===== config.mk =====
export PLATFORM = sky130hd
export DESIGN_NAME = store_buffer
export DESIGN_NICKNAME = d
export VERILOG_FILES = /design/src/rtl/store_buffer.sv
export SDC_FILE = /design/constraint.sdc
export NUM_CORES = 1
export LEC_CHECK = 0
export CAP_MARGIN = 40
export CORE_MARGIN = 10
export CORE_UTILIZATION = 50
export CTS_CLUSTER_DIAMETER = 50
export DETAILED_ROUTE_END_ITERATION = 8
export GPL_TIMING_DRIVEN = 0
export PLACE_DENSITY = 0.76
export SLEW_MARGIN = 20
export SYNTH_ARGS = -nofsm -noshare
export SYNTH_HDL_FRONTEND = slang
export SYNTH_SLANG_ARGS = --single-unit

===== constraint.sdc =====
create_clock -name clk_i -period 8.8 [get_ports clk_i]
set_clock_uncertainty 0.05 [all_clocks]
set_input_delay 1.76 -clock clk_i [delete_from_list [all_inputs] [get_ports clk_i]]
set_output_delay 1.76 -clock clk_i [all_outputs]
set_load 0.005 [all_outputs]

===== src/rtl/store_buffer.sv =====
// store_buffer: posted-write FIFO between the M-stage store path and the DM
// write port. Accepts one store per cycle, drains one per cycle when the DM
// port is free, and forwards pending store bytes to younger loads.
// Optional feature macro: STORE_COALESCE_EN (merge a store into the youngest
// entry when the word address matches).
module store_buffer #(
   parameter int DEPTH  = 4,
   parameter int ADDR_W = 32
) (
   input  logic              clk_i,
   input  logic              reset_ni,
   input  logic              st_valid_i,
   output logic              st_ready_o,
   input  logic [ADDR_W-1:0] st_addr_i,
   input  logic [31:0]       st_data_i,
   input  logic [3:0]        st_be_i,
   input  logic [31:0]       st_pc_i,
   input  logic              drain_en_i,
   output logic              dm_we_o,
   output logic [ADDR_W-1:0] dm_addr_o,
   output logic [31:0]       dm_wd_o,
   output logic [3:0]        dm_be_o,
   output logic [31:0]       dm_pc_o,
   input  logic [ADDR_W-1:0] ld_addr_i,
   output logic [3:0]        ld_hit_be_o,
   output logic [31:0]       ld_data_o,
   output logic [$clog2(DEPTH):0] count_o
);

   localparam int PTR_W = $clog2(DEPTH);
   localparam int CNT_W = PTR_W + 1;
   localparam int TAG_W = ADDR_W - 2;

   typedef struct packed {
      logic [TAG_W-1:0] tag;
      logic [31:0]      data;
      logic [3:0]       be;
      logic [31:0]      pc;
   } entry_t;

   entry_t           mem_q [DEPTH];
   logic [PTR_W-1:0] head_q, tail_q;
   logic [CNT_W-1:0] count_q;

   logic             empty, full, push, pop, merge, alloc;
   logic [PTR_W-1:0] youngest;
   logic [TAG_W-1:0] st_tag, ld_tag;
   entry_t           new_e, mrg_e, head_e;

   assign st_tag   = st_addr_i[ADDR_W-1:2];
   assign ld_tag   = ld_addr_i[ADDR_W-1:2];
   assign empty    = (count_q == '0);
   assign full     = (count_q == CNT_W'(DEPTH));
   assign youngest = tail_q - PTR_W'(1);
   assign head_e   = mem_q[head_q];

   // Ready depends only on registered occupancy, never on this cycle's drain.
   assign st_ready_o = !full;
   assign pop        = !empty && drain_en_i;
   assign push       = st_valid_i && st_ready_o && (st_be_i != 4'b0000);

   // Merge candidate: the youngest entry, unless it is the head leaving now.
`ifdef STORE_COALESCE_EN
   assign merge = push && !empty && (mem_q[youngest].tag == st_tag)
                  && !((count_q == CNT_W'(1)) && pop);
`else
   assign merge = 1'b0;
`endif
   assign alloc = push && !merge;

   // Build the freshly allocated entry and the merged youngest entry.
   always_comb begin
      new_e      = '0;
      new_e.tag  = st_tag;
      new_e.data = st_data_i;
      new_e.be   = st_be_i;
      new_e.pc   = st_pc_i;
      mrg_e      = mem_q[youngest];
      mrg_e.be   = mem_q[youngest].be | st_be_i;
      mrg_e.pc   = st_pc_i;
      for (int l = 0; l < 4; l++) begin
         if (st_be_i[l]) mrg_e.data[8*l +: 8] = st_data_i[8*l +: 8];
      end
   end

   // Entry storage; contents are don't-care after reset so no reset here.
   always_ff @(posedge clk_i) begin
      if (alloc)      mem_q[tail_q]   <= new_e;
      else if (merge) mem_q[youngest] <= mrg_e;
   end

   // Pointer and occupancy update; push and pop may coincide.
   always_ff @(posedge clk_i or negedge reset_ni) begin
      if (!reset_ni) begin
         head_q  <= '0;
         tail_q  <= '0;
         count_q <= '0;
      end else begin
         head_q <= head_q + PTR_W'(pop);
         tail_q <= tail_q + PTR_W'(alloc);
         case ({alloc, pop})
            2'b10:   count_q <= count_q + CNT_W'(1);
            2'b01:   count_q <= count_q - CNT_W'(1);
            default: count_q <= count_q;
         endcase
      end
   end

   // DM port shows the head entry, zeroed when there is nothing pending.
   always_comb begin
      dm_we_o   = pop;
      dm_addr_o = '0;
      dm_wd_o   = '0;
      dm_be_o   = '0;
      dm_pc_o   = '0;
      if (!empty) begin
         dm_addr_o = {head_e.tag, 2'b00};
         dm_wd_o   = head_e.data;
         dm_be_o   = head_e.be;
         dm_pc_o   = head_e.pc;
      end
   end

   // Forwarding: walk oldest to youngest so the youngest match wins per lane.
   always_comb begin
      ld_hit_be_o = '0;
      ld_data_o   = '0;
      for (int i = 0; i < DEPTH; i++) begin
         if (CNT_W'(i) < count_q && mem_q[head_q + PTR_W'(i)].tag == ld_tag) begin
            for (int l = 0; l < 4; l++) begin
               if (mem_q[head_q + PTR_W'(i)].be[l]) begin
                  ld_hit_be_o[l]      = 1'b1;
                  ld_data_o[8*l +: 8] = mem_q[head_q + PTR_W'(i)].data[8*l +: 8];
               end
            end
         end
      end
   end

   assign count_o = count_q;

endmodule


==> run metrics <==
status=finished clean; Cells after Synth=between 1,500 and 2,000; PD cells=~370 nW/um2; CTS tree=built; VDD IR max=219 uV; Residual DRC=0; total grt overflow=0; WS Path Type=in2out; CP startpoint kind=primary input; CP peak stage delay=0.71 ns; final WL=about 82,000 um; first-pass GRT wire length=about 120,000 um; commonest cells after routing, fill and taps aside=edfxtp_1 (392), mux2i_1 (259), clkdlybuf4s50_1 (246); clk buf depth=3; Synth async-reset ratio=0.0175; P_leak=about 10 nW; Nets=2,291; GPL Wtd Cong=approximately 1; clock latency on the worst-skew pair=~0.60 ns; Inserted Clock Buffers=about 50; H-tree levels=2; Area growth syn-to-layout=24.0%; post-synth cell types=85; flop2flop setup slack=between 4 and 5 ns; drt first pass iters=5; largest net degree at the start of global routing=between 40 and 50; fill count=around 3,500; Setup Fix Bufs, Post-CTS=0; cell breakdown of the critical path=clkdlybuf4s50_1, clkbuf_1, inv_1, a22oi_1, a21oi_1, nor4_1, nand4_1, or4b_1, buf_4, nor2_2, a311oi_1, nor4_1, clkdlybuf4s50_1; Die ar.=~55,000 um2; via density per instance=6.47; Cell Area, Synth=around 23,000 um2; number of synthesized flops with an enable pin=between 300 and 400; Post-DP HPWL=approximately 60,000 um; Vias=between 15,000 and 20,000; Tcrit/Tclk final=0.975; layout cells sized above 1=0.135; Max Fclk=around 120 MHz; Clock Sinks=about 400; setup slack after layout=between 0.2 and 0.25 ns; Slew Viols, Final=0; dpl cells=approximately 2,700; top_reg_cell synth=edfxtp_1; Worst Path Required=between 6 and 7 ns; Setup violations, final=0; routed len/inst=about 30 um; Yosys reg bits=approximately 400; Total GRT Usage=0.294; initial antenna violation count=13; Die X=about 230 um; Ys Warns=0; Seq/Total Area, Yosys=0.520; Worst setup EP type=output pin; Slew headroom=0.398; post-place setup slack=0.374 ns; Syn Area/Cell=about 13 um2; core area=about 45,000 um2; Hold Buf Count CTS=0; hold slack final=a little under 0.6 ns; RSZ-0062 raised after global routing=false; Die H=between 200 and 250 um; Fin. Hold Viols=0; critical path peak fanout=10; Initial Utilization=0.506; slowest CP cell=nor4_1; Hold Path Class=reg2reg; vias in the first global route=between 15,000 and 20,000; Tmin final=~8.6 ns; I/O pin count=approximately 280; leading cell type in the layout, fill and taps excluded=edfxtp_1; maxcap violations=0; clock transition at the registers of the reported paths=0.06 ns; FP Rows=a little under 80; worst path arrival time=between 6 and 7 ns; Worst Tran Pin Value=0.903 ns; clock root buffer=clkbuf_16; post-route ant nets=0; Port Buffer Count=246; Finished Layout Cells=2,790; DRT iter0 DRCs=~2,200
cell type report:
class,count,area (um2),share of cell area
clock inverters,35,375,0.0132
well taps,600,751,0.0264
plain buffers,149,727,0.0255
flip-flops and latches,399,11900,0.420
multi-input cells,1246,10300,0.360
clock buffers,51,1230,0.0433
repair buffers,285,3100,0.109
inverters,18,67.6,0.00237
diodes,7,17.5,0.000615
synth_stat cells (7+ instances only):
master     count  area [um2]
a211oi_1      53         398
a21o_1        10        75.1
a21oi_1       40         200
a311oi_1       8        70.1
a32o_1        24         240
and2_1        34         213
buf_1         24        90.1
buf_2         34         170
buf_6          9         101
clkbuf_1      77         289
dfrtp_1        7         175
edfxtp_1     392       11800
ha_1           7        87.6
inv_1         17        63.8
mux2_2        35         394
mux2i_1      259        2590
mux4_2        57        1280
nand2_1      112         420
nand2b_1      10        62.6
nand3_1       16        80.1
nand4_1       10        62.6
nor2_1        60         225
nor2b_1       86         538
nor3_1        63         315
nor4_1        59         369
nor4b_2        8         120
o2111ai_1      8        70.1
o211ai_1      10        75.1
o21ai_0       24         120
o22ai_1       10        62.6
o31ai_1       15         113
xnor2_1       87         762
xor2_1        27         236
flip-flops by register name, indices dropped and copies added (netlist names):
register  count
mem_q       392
count_o       3
head_q        2
tail_q        2
what timing repair did:
item,CTS,global route
pin swaps,0,0
setup endpoints to repair,8,8
gates resized for setup,1,0
where the power goes:
part	switching (mW)	total [mW]	internal, mW
Sequential	0.163	2.65	2.49
Clock	0.837	2.02	1.18
Combinational	3.24	5.75	2.51
critical path, delay by kind of cell:
family / cells / cell delay [ns]
AO/OA/AOI/OAI: 3 / 0.47
buffers and inverters: 5 / 2.04
AND/OR/NAND/NOR: 5 / 2.52
layer usage:
layer | global-route usage | part of all wire | vias up
met3 | 0.0711 | 0.10 | 212
li1 | - | - | 7764
met4 | 0.112 | 0.037 | 16
met5 | 0.0107 | 0.0022 | -
met2 | 0.465 | 0.46 | 1093
met1 | 0.386 | 0.39 | 8966
kinds of logic after synthesis:
logic type / count (synthesis) / synth area share
other: 1 / 0.000163
AO/OA/AOI/OAI: 276 / 0.0919
multiplexers: 353 / 0.187
adder cells (fa/ha/maj): 7 / 0.00381
XOR/XNOR: 114 / 0.0435
AND/OR/NAND/NOR: 494 / 0.118
buffers and inverters: 169 / 0.0348
flip-flops: 399 / 0.520
worst paths after layout:
| kind | to | cells past startpoint | from |
|---|---|---|---|
| worst max-delay path | ld_data_o[15] | 13 | ld_addr_i[27] |
| worst min-delay path | count_o[1] | 2 | count_o[1] |
| worst max register to register | head_q[1] | 13 | head_q[1] |
| worst min register to register | count_o[1] | 2 | count_o[1] |
| max in group asynchronous | tail_q[1] | 1 | reset_ni |
| min in group asynchronous | count_o[2] | 1 | reset_ni |
through the flow:
| stage | setup TNS [ns] | util | total power [mW] | cell area, um2 |
|---|---|---|---|---|
| after floorplan | 0 | - | 5.73 | 23000 |
| after global placement | -712.72 | 0.577 | 8.17 | 26200 |
| after detailed placement | 0 | 0.591 | 8.30 | 26800 |
| after CTS | 0 | 0.626 | 10.3 | 28400 |
| after global routing | 0 | 0.627 | 10.8 | 28500 |
| final | 0 | 0.627 | 10.4 | 28500 |
Note: power is estimated with default switching activity, not from simulation.
